### src/rtl/led_sequencer_if.sv
// LED sequencer pin bundle: tick and button inputs in, four LED drives out.
//   i_Tick      slow toggle from the clock divider (one step per level change)
//   i_Switch_1  raw mode push-button, active-high
//   o_LED_1..4  LED drives, o_LED_1 is pattern bit 0
interface led_sequencer_if;
  logic i_Tick;
  logic i_Switch_1;
  logic o_LED_1;
  logic o_LED_2;
  logic o_LED_3;
  logic o_LED_4;

  modport master (
    output i_Tick,
    output i_Switch_1,
    input  o_LED_1,
    input  o_LED_2,
    input  o_LED_3,
    input  o_LED_4
  );

  modport slave (
    input  i_Tick,
    input  i_Switch_1,
    output o_LED_1,
    output o_LED_2,
    output o_LED_3,
    output o_LED_4
  );
endinterface

### src/rtl/led_sequencer.sv
// Animated four-LED pattern generator.
//   i_Clk    25 MHz board clock, rising edge
//   i_Rst_n  asynchronous active-low reset
//   bus      tick/button inputs and LED outputs (led_sequencer_if.slave)
// Each level change of bus.i_Tick advances the pattern one step; a debounced
// press of bus.i_Switch_1 cycles CHASE -> BOUNCE -> BLINK -> COUNT -> CHASE.
module led_sequencer #(
  parameter int unsigned DEBOUNCE_CYCLES = 250000
) (
  input  logic           i_Clk,
  input  logic           i_Rst_n,
  led_sequencer_if.slave bus
);

  localparam int unsigned CNT_W   = 24;
  localparam int unsigned PAT_W   = 4;
  localparam int unsigned PRIME_W = 3;

  localparam logic [CNT_W-1:0] CNT_LAST = CNT_W'(DEBOUNCE_CYCLES - 1);
  localparam logic             DIR_UP   = 1'b0;
  localparam logic             DIR_DN   = 1'b1;

  typedef enum logic [1:0] {
    MODE_CHASE  = 2'd0,
    MODE_BOUNCE = 2'd1,
    MODE_BLINK  = 2'd2,
    MODE_COUNT  = 2'd3
  } mode_e;

  // Tick synchroniser, edge-history flop and post-reset prime delay
  logic               tick_s1;
  logic               tick_s2;
  logic               tick_s3;
  logic [PRIME_W-1:0] prime_sr;
  logic               primed;
  logic               step;

  always_ff @(posedge i_Clk or negedge i_Rst_n) begin
    if (!i_Rst_n) begin
      tick_s1  <= 1'b0;
      tick_s2  <= 1'b0;
      tick_s3  <= 1'b0;
      prime_sr <= '0;
    end else begin
      tick_s1  <= bus.i_Tick;
      tick_s2  <= tick_s1;
      tick_s3  <= tick_s2;
      prime_sr <= {prime_sr[PRIME_W-2:0], 1'b1};
    end
  end

  // primed rises on the 3rd clock after release, masking a tick held high through reset
  assign primed = prime_sr[PRIME_W-1];
  assign step   = primed & (tick_s2 ^ tick_s3);

  // Button synchroniser and debounce window
  logic             sw_s1;
  logic             b_sync;
  logic             b_db;
  logic             b_db_q;
  logic [CNT_W-1:0] cnt;
  logic             press;

  always_ff @(posedge i_Clk or negedge i_Rst_n) begin
    if (!i_Rst_n) begin
      sw_s1  <= 1'b0;
      b_sync <= 1'b0;
      b_db   <= 1'b0;
      b_db_q <= 1'b0;
      cnt    <= '0;
    end else begin
      sw_s1  <= bus.i_Switch_1;
      b_sync <= sw_s1;
      b_db_q <= b_db;
      if (b_sync == b_db) begin
        cnt <= '0;
      end else if (cnt == CNT_LAST) begin
        b_db <= b_sync;
        cnt  <= '0;
      end else begin
        cnt <= cnt + CNT_W'(1);
      end
    end
  end

  // Rising edge of the debounced level only
  assign press = b_db & ~b_db_q;

  // Mode / pattern state register
  mode_e            mode;
  mode_e            mode_nxt;
  logic [PAT_W-1:0] pat;
  logic [PAT_W-1:0] pat_nxt;
  logic             dir;
  logic             dir_nxt;

  always_ff @(posedge i_Clk or negedge i_Rst_n) begin
    if (!i_Rst_n) begin
      mode <= MODE_CHASE;
      pat  <= PAT_W'(4'b0001);
      dir  <= DIR_UP;
    end else begin
      mode <= mode_nxt;
      pat  <= pat_nxt;
      dir  <= dir_nxt;
    end
  end

  // Next-state: a press reloads the new mode's start pattern and swallows any step
  always_comb begin
    mode_nxt = mode;
    pat_nxt  = pat;
    dir_nxt  = dir;
    if (press) begin
      mode_nxt = mode_e'(mode + 2'd1);
      dir_nxt  = DIR_UP;
      case (mode_nxt)
        MODE_CHASE:  pat_nxt = PAT_W'(4'b0001);
        MODE_BOUNCE: pat_nxt = PAT_W'(4'b0001);
        MODE_BLINK:  pat_nxt = PAT_W'(4'b1111);
        MODE_COUNT:  pat_nxt = PAT_W'(4'b0000);
        default:     pat_nxt = PAT_W'(4'b0001);
      endcase
    end else if (step) begin
      case (mode)
        MODE_CHASE: pat_nxt = {pat[PAT_W-2:0], pat[PAT_W-1]};
        MODE_BOUNCE: begin
          // Direction flips on reaching an endpoint so each end is shown once
          if (dir == DIR_UP) begin
            pat_nxt = {pat[PAT_W-2:0], 1'b0};
            if (pat_nxt == PAT_W'(4'b1000)) dir_nxt = DIR_DN;
          end else begin
            pat_nxt = {1'b0, pat[PAT_W-1:1]};
            if (pat_nxt == PAT_W'(4'b0001)) dir_nxt = DIR_UP;
          end
        end
        MODE_BLINK: pat_nxt = ~pat;
        MODE_COUNT: pat_nxt = pat + PAT_W'(1);
        default:    pat_nxt = pat;
      endcase
    end
  end

  // LEDs are the pattern flops themselves
  always_comb begin
    bus.o_LED_1 = pat[0];
    bus.o_LED_2 = pat[1];
    bus.o_LED_3 = pat[2];
    bus.o_LED_4 = pat[3];
  end

endmodule
### src/flat_wrapper.sv
// flat-port wrapper written by rule: the top's interface ports become plain ports
module led_sequencer_flat 
#(
  parameter int unsigned DEBOUNCE_CYCLES = 250000
)
  (i_Clk, i_Rst_n, bus_i_Tick, bus_i_Switch_1, bus_o_LED_1, bus_o_LED_2, bus_o_LED_3, bus_o_LED_4);
  led_sequencer_if bus_i ();
  input  logic i_Clk;
  input  logic i_Rst_n;
  input wire logic [$bits(bus_i.i_Tick)-1:0] bus_i_Tick;
  input wire logic [$bits(bus_i.i_Switch_1)-1:0] bus_i_Switch_1;
  output wire logic [$bits(bus_i.o_LED_1)-1:0] bus_o_LED_1;
  output wire logic [$bits(bus_i.o_LED_2)-1:0] bus_o_LED_2;
  output wire logic [$bits(bus_i.o_LED_3)-1:0] bus_o_LED_3;
  output wire logic [$bits(bus_i.o_LED_4)-1:0] bus_o_LED_4;
  assign bus_i.i_Tick = bus_i_Tick;
  assign bus_i.i_Switch_1 = bus_i_Switch_1;
  assign bus_o_LED_1 = bus_i.o_LED_1;
  assign bus_o_LED_2 = bus_i.o_LED_2;
  assign bus_o_LED_3 = bus_i.o_LED_3;
  assign bus_o_LED_4 = bus_i.o_LED_4;
  led_sequencer #(.DEBOUNCE_CYCLES(DEBOUNCE_CYCLES)) u_core (.i_Clk(i_Clk), .i_Rst_n(i_Rst_n), .bus(bus_i));
endmodule
### config.mk
export PLATFORM = sky130hd
export DESIGN_NAME = led_sequencer_flat
export DESIGN_NICKNAME = d
export VERILOG_FILES = /design/src/rtl/led_sequencer_if.sv /design/src/rtl/led_sequencer.sv /design/src/flat_wrapper.sv
export SDC_FILE = /design/constraint.sdc
export NUM_CORES = 1
export LEC_CHECK = 0
export CAP_MARGIN = 20
export CORE_MARGIN = 4
export CORE_UTILIZATION = 50
export CTS_CLUSTER_SIZE = 24
export DETAILED_ROUTE_END_ITERATION = 7
export PLACE_DENSITY = 0.65
export SYNTH_ARGS = -nofsm -noshare
export SYNTH_HDL_FRONTEND = slang
export SYNTH_SLANG_ARGS = --single-unit
### constraint.sdc
create_clock -name i_Clk -period 2.3 [get_ports i_Clk]
set_input_delay 0.46 -clock i_Clk [delete_from_list [all_inputs] [get_ports i_Clk]]
set_output_delay 0.46 -clock i_Clk [all_outputs]
set_load 0.05 [all_outputs]
==> run_results.csv <==
group,metric,value,unit
detailed_routing,drt_iter0_drc,178,
global_route,antenna_found_initial,0,
clock_network,clk_path_buf_depth,2,
critical_path,critPathMaxStageDelay,0.82,ns
clock_network,cts.sinks,41,
clock_network,cts_hold_buf,0,
clock_network,htreeDepth,2,
synth,netlist.area_leader.share,0.483,
timing,hold_ws,0.281,ns
die,die_w,72.4,µm
global_route,grt-ovfl-total,0,
global_route,grt_max_degree,42,
timing,tns,0,ns
global_route,grt_pass1_vias,1554,
die,io_pins,8,
critical_path,worstSetupPathType,"reg2out",
critical_path,crit_path_start_kind,"flop",
critical_path,r2r_end,"u_core.cnt[23]$_DFF_PN0_",
timing,clock_skew,0.00443,ns
synth,synth_area,2070,µm²
hold_path,hold_class,"in2async",
timing,post-route-min-period,2.18,ns
synth,synth_nets,223,
die,row_count,23,
timing,slew_headroom,0.416,
global_route,grtUsageTotal,0.167,
finish,n_fill_cell,358,
timing,slew_viol_final,0,
finish,final_layout_size_suffix_gt1_frac,0.0766,
critical_path,ff2ff_path_depth,4,
status,outcome,"completed",
critical_path,cp.required,1.84,ns
placed_design,io_buffers,7,
clock_network,clk_latency,0.29,ns
timing,clock.fmax,458,MHz
critical_path,crit_fanout,8,
synth,yosysTopAreaCell,"dfrtp_1",
power_and_ir_drop,p_per_area,593,nW/µm²
timing,rsz0062_at_grt,"false",
synth,ys_ff_latch,41,
synth,synth_edf_count,0,
clock_network,root_buffer,"clkbuf_8",
synth,ys_types,41,
clock_network,postCtsSetupBuffers,0,
finish,diodes,0,
detailed_routing,drc,0,
synth,async_reset_ff_frac,1.00,
finish,area_delta_synth_final,11.0,%
placed_design,detailed_place_hpwl,2730,µm
timing,hold_viol_final,0,
detailed_routing,drt_pass1_iterations,4,
placed_design,place_congestion,0.887,
synth,syn_area_per_cell,9.78,µm²
critical_path,r2r-start,"u_core.cnt[5]$_DFF_PN0_",
detailed_routing,vias_per_cell,5.72,
power_and_ir_drop,ir_worst_vdd,0.384,mV
synth,yosysSeqAreaShare,0.495,
finish,nets,232,
critical_path,crit_chain,"clkdlybuf4s50_1",
synth,ys_warn_count,0,
critical_path,ff2ff_setup_slack,0.34,ns
critical_path,cp.arrival,1.72,ns
detailed_routing,vias,1555,
synth,synth_compound_area_frac,0.113,
critical_path,cpMaxStageDelayCell,"clkdlybuf4s50_1",
detailed_routing,post_drt_wl_per_cell,14.2,µm
synth,synth.area.top_cells,"dfrtp_1, xnor2_1, nor2_1, ha_1, a21oi_1",
timing,tightest_slew,0.876,ns
synth,synth-simple-area-share,0.232,
timing,fin_crit_sh,0.950,
critical_path,cp_num_buf_inv,1,
synth,synthCells,212,
synth,synth-xor-area-share,0.0760,
synth,muxShareOfSynthArea,0.00543,
detailed_routing,totalWireLength,3870,µm
synth,synth_ff_type,"dfrtp_1",
clock_network,path_clk_slew,0.08,ns
synth,synth_top_family_by_area,"simple AND/OR/NAND/NOR gates",
critical_path,crit_family,"buffers and inverters",
die,die_area,5240,µm²
timing,finalSetupViolCount,0,
detailed_routing,final_antenna_net_count,0,
global_route,grt_pass1_wl,7020,µm
die,core_area,4000,µm²
die,die_h,72.4,µm
clock_network,cts_tree,"yes",
power_and_ir_drop,power_leakage,0.909,nW
synth,synth-adder-area-share,0.0422,
flow_run,maxCapViolCount,0,
die,initial_utilization,0.518,
clock_network,numCtsBuffers,5,
clock_network,cts_resized,0,
critical_path,cp-end-kind,"output port",
==> layer usage <==
metal  vias up  wire, µm  GRT usage
li1        766         -          -
met1       760      1910      0.233
met2        24      1780      0.251
met3         5       138     0.0429
met4         0        34     0.0656
met5         -         0          0
==> synthesized netlist by cell type, types with 2 or more instances <==
library cell and count:
nand2_1 10, clkbuf_1 5, buf_2 2, inv_1 11
nor2_1 26, nand3_1 10, or3_1 4, a22oi_1 2
ha_1 7, o31ai_1 4, nor3_1 6, and2_1 3
a31oi_1 3, nor4_1 7, o21ai_0 11, nand4_1 5
xnor2_1 15, nand2b_1 2, or4_1 3, a21oi_1 11
o211ai_1 3, xor2_1 3, dfrtp_1 40, nor2b_1 2
==> layout by cell type, fill, tap and decap left out, types with 2 or more instances in the layout <==
master / netlist / layout
dfrtp_1: 40 / 40
nor2_1: 26 / 26
xnor2_1: 15 / 15
a21oi_1: 11 / 11
o21ai_0: 11 / 11
inv_1: 11 / 11
nand3_1: 10 / 10
nand2_1: 10 / 10
nor4_1: 7 / 7
ha_1: 7 / 7
nor3_1: 6 / 6
clkdlybuf4s50_1: 0 / 6
nand4_1: 5 / 5
clkbuf_8: 0 / 5
o31ai_1: 4 / 4
or3_1: 4 / 4
or4_1: 3 / 3
and2_1: 3 / 3
xor2_1: 3 / 3
a31oi_1: 3 / 3
o211ai_1: 3 / 3
nor2b_1: 2 / 2
nand2b_1: 2 / 2
a22oi_1: 2 / 2
buf_4: 0 / 2
==> kinds of logic after synthesis <==
family / count (synthesis)
muxes: 1
adders and majority gates: 7
DFF: 41
buffers and inverters: 18
AOI/OAI and AO/OA: 39
xor gates and xnor gates: 18
other: 1
and+or+nand+nor: 87
==> where the power goes <==
part	total [mW]	internal, mW	leakage [nW]	switching (mW)
combinational	0.0401	0.0112	0.307	0.0289
sequential	0.739	0.731	0.548	0.00779
clock	0.585	0.325	0.0543	0.260
==> stage by stage <==
stage,worst slack [ns],power (mW),instances,utilization,area [µm²]
2_1_floorplan,0.390,0.771,212,-,2070
3_3_place_gp,0.445,0.794,264,0.547,2190
3_5_place_dp,0.372,0.796,264,0.547,2190
4_1_cts,0.0967,1.38,272,0.576,2300
5_1_grt,0.0534,1.42,272,0.576,2300
6_report,0.116,1.36,272,0.576,2300
==> area by class of cell <==
type	count	area, µm²	area share
repair buffers	9	80.1	0.0348
inverters	11	41.3	0.0179
flip-flops and latches	41	1030	0.446
clock inverters	3	46.3	0.0201
well taps	50	62.6	0.0272
multi-input cells	153	976	0.424
clock buffers	5	68.8	0.0299
==> how the worst max path moves through the flow <==
stage	from	end	slack [ns]	depth (start not counted)
5_1_grt	u_core.pat[0]$_DFFE_PN1P_	bus_o_LED_1	0.05	1
2_1_floorplan	u_core.cnt[0]$_DFF_PN0_	u_core.cnt[20]$_DFF_PN0_	0.39	5
3_3_place_gp	u_core.cnt[0]$_DFF_PN0_	u_core.cnt[22]$_DFF_PN0_	0.44	5
3_5_place_dp	u_core.cnt[5]$_DFF_PN0_	u_core.cnt[23]$_DFF_PN0_	0.37	4
4_1_cts	u_core.pat[0]$_DFFE_PN1P_	bus_o_LED_1	0.1	1
6_report	u_core.pat[0]$_DFFE_PN1P_	bus_o_LED_1	0.12	1
==> state kept, by name, summed over array words and instances (netlist names) <==
name and cells:
u_core.cnt 24, u_core.prime_sr 3, u_core.b_sync 1, u_core.pat 4, u_core.tick_s3 1, u_core.b_db_q 1
u_core.sw_s1 1, u_core.b_db 1, u_core.mode 2, u_core.dir 1, u_core.tick_s2 1, u_core.tick_s1 1
No activity file was read; power rests on OpenSTA's default activity.
